**config.mk**
```make
export PLATFORM = sky130hd
export DESIGN_NAME = ysyx_22050019_ifu_fetch
export DESIGN_NICKNAME = d
export VERILOG_FILES = /design/src/rtl/ysyx_22050019_ifu_fetch_pkg.sv /design/src/rtl/ysyx_22050019_pc_reg.sv /design/src/rtl/ysyx_22050019_ifu_fetch.sv
export SDC_FILE = /design/constraint.sdc
export NUM_CORES = 1
export LEC_CHECK = 0
export CORE_MARGIN = 2
export CORE_UTILIZATION = 35
export CTS_BUF_LIST = sky130_fd_sc_hd__clkbuf_16
export CTS_CLUSTER_DIAMETER = 50
export DETAILED_ROUTE_END_ITERATION = 7
export HOLD_SLACK_MARGIN = 0.15
export SLEW_MARGIN = 40
export SYNTH_ARGS = -nofsm -noshare
export SYNTH_HDL_FRONTEND = slang
export SYNTH_SLANG_ARGS = --single-unit
```
**constraint.sdc**
```tcl
create_clock -name clk -period 5.7 [get_ports clk]
set_input_delay 1.71 -clock clk [delete_from_list [all_inputs] [get_ports clk]]
set_output_delay 1.71 -clock clk [all_outputs]
set_load 0.01 [all_outputs]
```
**src/rtl/ysyx_22050019_ifu_fetch_pkg.sv**
```systemverilog
// Shared types and constants for the instruction fetch stage.
package ysyx_22050019_ifu_fetch_pkg;

    typedef enum logic [1:0] {
        S_IDLE = 2'd0,
        S_ADDR = 2'd1,
        S_DATA = 2'd2,
        S_HOLD = 2'd3
    } fetch_state_t;

    localparam logic [63:0] RESET_PC_DEF = 64'h0000_0000_8000_0000;
    localparam logic [31:0] INST_NOP     = 32'h0000_0013;
    localparam logic [1:0]  RESP_OK      = 2'b00;

    function automatic logic [63:0] align8(input logic [63:0] a);
        return a & ~64'h7;
    endfunction

endpackage

```
**src/rtl/ysyx_22050019_pc_reg.sv**
```systemverilog
// Program counter with next-pc select: redirect target or sequential pc+4.
module ysyx_22050019_pc_reg
    import ysyx_22050019_ifu_fetch_pkg::*;
#(
    parameter logic [63:0] RESET_PC = RESET_PC_DEF
) (
    input  logic        clk,
    input  logic        rst_n,
    input  logic        redirect,
    input  logic        advance,
    input  logic [63:0] redirect_pc,
    output logic [63:0] pc,
    output logic [63:0] pc_next
);

    always_comb begin
        pc_next = pc;
        if (redirect) begin
            pc_next = redirect_pc & ~64'h3;
        end else if (advance) begin
            pc_next = pc + 64'd4;
        end
    end

    always_ff @(posedge clk or negedge rst_n) begin
        if (!rst_n) begin
            pc <= RESET_PC;
        end else begin
            pc <= pc_next;
        end
    end

endmodule

```
**src/rtl/ysyx_22050019_ifu_fetch.sv**
```systemverilog
// Instruction fetch stage: owns the pc, one outstanding 64-bit read at a time,
// hands {inst, pc} to decode over valid/ready and squashes work on redirect.
module ysyx_22050019_ifu_fetch
    import ysyx_22050019_ifu_fetch_pkg::*;
#(
    parameter logic [63:0] RESET_PC = RESET_PC_DEF,
    parameter int          DATA_W   = 64
) (
    input  logic              clk,
    input  logic              rst_n,
    input  logic              redirect_valid,
    input  logic [63:0]       redirect_pc,
    output logic [63:0]       mem_araddr,
    output logic              mem_arvalid,
    input  logic              mem_arready,
    input  logic [DATA_W-1:0] mem_rdata,
    input  logic [1:0]        mem_rresp,
    input  logic              mem_rvalid,
    output logic              mem_rready,
    output logic              out_valid,
    input  logic              out_ready,
    output logic [31:0]       inst_o,
    output logic [63:0]       pc_o,
    output logic              inst_err_o
);

    fetch_state_t state;
    logic         drop;
    logic [63:0]  pc;
    logic [63:0]  pc_next;
    logic         advance;

    // Sequential step only on an accepted handshake without a jump.
    assign advance = (state == S_HOLD) && out_ready && !redirect_valid;

    ysyx_22050019_pc_reg #(
        .RESET_PC (RESET_PC)
    ) u_pc_reg (
        .clk         (clk),
        .rst_n       (rst_n),
        .redirect    (redirect_valid),
        .advance     (advance),
        .redirect_pc (redirect_pc),
        .pc          (pc),
        .pc_next     (pc_next)
    );

    always_ff @(posedge clk or negedge rst_n) begin
        if (!rst_n) begin
            state       <= S_IDLE;
            drop        <= 1'b0;
            mem_arvalid <= 1'b0;
            mem_araddr  <= align8(RESET_PC);
            mem_rready  <= 1'b0;
            out_valid   <= 1'b0;
            inst_o      <= INST_NOP;
            pc_o        <= '0;
            inst_err_o  <= 1'b0;
        end else begin
            unique case (state)
                S_IDLE: begin
                    state       <= S_ADDR;
                    mem_arvalid <= 1'b1;
                    mem_araddr  <= align8(pc_next);
                end
                S_ADDR: begin
                    // Presented address stays put; the old response is dropped.
                    if (redirect_valid) begin
                        drop <= 1'b1;
                    end
                    if (mem_arready) begin
                        state       <= S_DATA;
                        mem_arvalid <= 1'b0;
                        mem_rready  <= 1'b1;
                    end
                end
                S_DATA: begin
                    if (mem_rvalid) begin
                        mem_rready <= 1'b0;
                        if (drop || redirect_valid) begin
                            drop        <= 1'b0;
                            state       <= S_ADDR;
                            mem_arvalid <= 1'b1;
                            mem_araddr  <= align8(pc_next);
                        end else begin
                            state      <= S_HOLD;
                            out_valid  <= 1'b1;
                            inst_o     <= pc[2] ? mem_rdata[63:32]
                                                : mem_rdata[31:0];
                            pc_o       <= pc;
                            inst_err_o <= (mem_rresp != RESP_OK);
                        end
                    end else if (redirect_valid) begin
                        drop <= 1'b1;
                    end
                end
                S_HOLD: begin
                    if (out_ready || redirect_valid) begin
                        state       <= S_ADDR;
                        out_valid   <= 1'b0;
                        mem_arvalid <= 1'b1;
                        mem_araddr  <= align8(pc_next);
                    end
                end
                default: begin
                    state <= S_IDLE;
                end
            endcase
        end
    end

endmodule
```
# Word level (Yosys, flattened, before mapping)
# Cells that the tools add are included.
# op_classes
mul	0
n_reduce_logical	18
div	0
shifts	0
n_addsub	1
mux	28
order_cmp	0
bitwise_logic	1
eq_ne	9
# ops
cell	n
two-way mux 64 bit	5
case mux 64 bit (3 select lines)	1
adder 64 x 3 -> 64 bit, second input constant	1
two-way mux 32 bit	1
two-way mux 1 bit	12
AND reduction 4 bit	3
AND reduction 3 bit	3
two-way mux 2 bit	4
inequality test 2 bit, second input constant	4
case mux 2 bit (4 select lines)	1
nonzero test 2 bit	4
case mux 1 bit (2 select lines)	3
equality test 2 bit, second input constant	2
case mux 1 bit (4 select lines)	1
inequality test 3 bit, second input constant	1
nonzero test 3 bit	1
equality test 2 x 1 -> 1 bit, second input constant	1
logical AND 1 bit	2
zero test 2 bit	1
logical OR 1 bit	2
inequality test 2 x 1 -> 1 bit, second input constant	1
AND reduction 2 bit	1
zero test 1 bit	1
NOT 1 bit	1
# word_totals
elab_cells	68
register_bits	231
n_memories	0
ramBits	0
input_bits	136
latchBits	0
out_inout_bits	164
rom_bits	0

# Logic depth before layout (Yosys ltp)
# depth
depth_word	8
mapped_depth	10
ltp_nobuf	8

# Hierarchy
# From an unflattened synthesis, not the netlist that was laid out.
# hier_totals
hier_cells	876
area_unflattened_um2	10258.6
# by_module_without_submodules
module	seq_area_each_um2	n_inst	area_per_inst_um2	cells_per_inst
ysyx_22050019_ifu_fetch	4108.9	1	6578.8	448
ysyx_22050019_pc_reg	1602.8	1	3679.8	428

# Worst setup path before layout
# Ideal clock, no wire load.
# synth_path
path_type	input to register
startpoint	input out_ready
endpoint	register mem_araddr[52]
arrival_time_ps	3644
stages	8
setup_ps	64
path_buffers	2
setup_slack_ps	1992
required_time_ps	5636
path_cell_list	and3_1 clkbuf_1 nand4_1 or4_1 buf_2 or4_1 a31oi_1 mux2_2
# synth_via
elab_chain_len	7
elab_cells_between_ends	11
classes_between	eq/ne (1); mux (6); reduce/logical (4)
# synth_rtl
item	line	text
start: declaration	ysyx_22050019_ifu_fetch.sv:21	input logic out_ready,
logical AND 1 bit (*) (2 in series)	ysyx_22050019_ifu_fetch.sv:34	assign advance = (state == S_HOLD) && out_ready && !redirect_valid;
two-way mux 64 bit (*)	ysyx_22050019_pc_reg.sv:20	end else if (advance) begin
two-way mux 64 bit (*)	ysyx_22050019_pc_reg.sv:18	if (redirect) begin
net pc_next[52]	ysyx_22050019_ifu_fetch.sv:30	logic [63:0] pc_next;
two-way mux 64 bit	ysyx_22050019_ifu_fetch.sv:80	if (drop || redirect_valid) begin
two-way mux 64 bit	ysyx_22050019_ifu_fetch.sv:78	if (mem_rvalid) begin
case mux 64 bit (3 select lines) (*)	ysyx_22050019_ifu_fetch.sv:60	unique case (state)
end signal: assignment	ysyx_22050019_ifu_fetch.sv:53	mem_araddr <= align8(RESET_PC);
end signal: assignment	ysyx_22050019_ifu_fetch.sv:64	mem_araddr <= align8(pc_next);
end signal: assignment	ysyx_22050019_ifu_fetch.sv:84	mem_araddr <= align8(pc_next);
end: declaration	ysyx_22050019_ifu_fetch.sv:13	output logic [63:0] mem_araddr,
# Mark *: on every way through the listed nets, which the timed path passes. The rest lies on a longest branch. The select of a mux whose other input is x is not followed.
# A chain may end at the register's enable or synchronous reset.

# Worst setup path after layout
# Same ends and word-level chain as after synthesis.

==> impl_metrics.yaml <==
clock_tree:
  cts.sinks: 224
  clk_pin_slew_ns: 0.06
  cts_tree: "done"
  cts_buffer_depth: 3
  post_cts_buffers: 0
  ctsResizeCount: 0
  cts_inserted_buffers: 30
  h-tree-depth: 1
  root_buffer: "clkbuf_16"
  clk_latency_ns: 0.55
  postCtsHoldBufs: 0
synth:
  synth_common_cells: "dfrtp_1, mux2_2, nand2_1"
  synth_edf_count: 0
  yosys.area.top_type_share: 0.527
  ys.flop_type: "dfrtp_1"
  synthTopCellsByArea: "dfrtp_1, mux2_2, mux2i_1"
  ys_async_sr_fraction: 1.00
  ys_seq_area_frac: 0.540
  synth_cell_types: 50
  syn_area_per_cell_um2: 10.8
  yosysWarnings: 0
  yosysMostFrequentCell: "dfrtp_1"
  synth.ff_latch_count: 224
  synthCells: 963
  synth_top_area_cell: "dfrtp_1"
  syn_area_um2: 10400
placed_design:
  gp_congestion: 0.781
  portBuffers: 292
  dp_cells: 1603
  dp_hpwl_um: 22900
sta:
  period_share: 0.723
  rsz0062_at_grt: "false"
  max_slew_margin: 0.553
  setup_viol: 0
  period_needed_ns: 4.12
  fmax_mhz: 243
  finClkSkew_ns: 0.00980
  drv_slew: 0
  timing.final.hold_violations: 0
  worst_slew_pin_slew_ns: 0.666
  tns_ns: 0
final_layout:
  diodes: 0
  nets: 1386
  syn2layout_area_growth_pct: 42.0
  final_cells: 1659
  drive_gt1_frac: 0.148
  fillers: 2732
worst_hold_path:
  hold_start: "mem_araddr[49]"
  whs_path_depth: 2
  hold_end: "mem_araddr[49]"
  hold_class: "reg -> reg"
global_route:
  grt_first_pass_wirelength_um: 49700
  antenna_found_initial: 1
  grt_pass1_vias: 8689
  grt_max_degree: 81
  grtUsageTotal: 0.203
  grt_overflow: 0
status:
  status: "finished clean"
critical_path:
  r2r_setup_slack_ns: 2.37
  setup.worst_path.end_class: "flip-flop"
  worst_setup_path_start_kind: "primary input"
  r2r.worst_path.cells: 8
  r2r-end: "mem_araddr[52]"
  worst-path-max-fanout: 6
  cp.required_ns: 6.19
  path_class: "in -> reg"
  reg2reg_from: "u_pc_reg.pc[2]"
  arrival_ns: 4.61
die:
  die_y_um: 176
  die-width_um: 176
  start_util: 0.353
  core_um2: 29500
  dieArea_um2: 31100
  row_count: 63
  pin_count: 300
run:
  max_cap_viol_count: 0
drt:
  via_count: 8459
  ant_nets: 0
  wl_per_cell_um: 19.3
  first_iter_violations: 419
  first_pass_iters: 5
  drt-vias-per-instance: 5.10
  drt_wl_total_um: 32000
  drcViolationCount: 0
power:
  power.density_nw_per_um2: 457
  p_leak_nw: 6.25
  vdd_drop_max_v: 0.000229
## area by class of cell
cell class	count	area [µm²]	share of cell area
Clock inverter	26	235	0.0159
Inverter	19	71.3	0.00483
Tap cell	390	488	0.0330
Clock buffer	30	751	0.0508
Sequential cell	224	5610	0.380
Timing Repair Buffer	310	3120	0.211
Multi-Input combinational cell	660	4490	0.304
## report_power, final
| part | internal (mW) | switching [mW] | total, mW |
|---|---|---|---|
| registers | 2.13 | 0.352 | 2.48 |
| logic | 1.37 | 1.07 | 2.44 |
| clock network | 1.07 | 0.761 | 1.83 |
## through the flow
stage | util | hold WS [ns] | area, µm² | worst slack, ns | power [mW]
after floorplan | - | 0.480 | 10400 | 1.99 | 3.53
after global placement | 0.465 | 0.464 | 13700 | 1.07 | 4.93
after detailed placement | 0.467 | 0.470 | 13800 | 1.03 | 4.97
after CTS | 0.500 | 0.486 | 14800 | 1.61 | 6.85
after global routing | 0.501 | 0.500 | 14800 | 1.48 | 7.14
final | 0.501 | 0.480 | 14800 | 1.58 | 6.75
## worst max-delay path: stages
cell,delay (ns)
clkdlybuf4s50_1,0.64
and3_1,0.31
nand4_1,0.25
or4_1,0.79
or4_1,0.53
a31oi_1,0.21
mux2_2,0.17
## cell usage in the layout (no fill, tap or decap), drive strengths merged, types with 25 or more instances in the layout
master	count
clkdlybuf4s50	290
dfrtp	219
mux2	99
nand2	91
nor2	81
a21oi	48
mux2i	38
o21ai	32
clkbuf	30
nand4	29
xnor2	29
inv	28
nor3	26
nand3	26
and3	25
## logic make-up (layout without fill, tap and decap cells)
group,after synthesis,count (layout),synth area share
simple gates,337,337,0.161
fa+ha+maj,5,5,0.00602
mux,137,137,0.144
compound gates,131,131,0.0793
other cells,1,5,0.000361
buf+inv,83,385,0.0321
flops,224,224,0.540
xor+xnor,45,45,0.0379
## worst max-delay path by stage
stage,cells after the start,to,start
2_1_floorplan,8,mem_araddr[52],out_ready
3_3_place_gp,7,mem_araddr[52],out_ready
3_5_place_dp,7,mem_araddr[52],out_ready
4_1_cts,7,mem_araddr[52],out_ready
5_1_grt,7,mem_araddr[52],out_ready
6_report,7,mem_araddr[52],out_ready
## sequential cells by signal, summed over array words and instances, names as in the netlist
register and count:
mem_araddr 61, pc_o 62, mem_arvalid 1, inst_o 32, out_valid 1, inst_err_o 1
state 2, u_pc_reg.pc 62, drop 1, mem_rready 1
## routing by layer
layer,part of all wire,track usage,up-vias
met4,0.012,0.0362,0
met1,0.42,0.262,4142
met5,0,0,-
li1,-,-,4008
met2,0.49,0.345,283
met3,0.077,0.0566,26
Power figures use the tool's default switching activity.
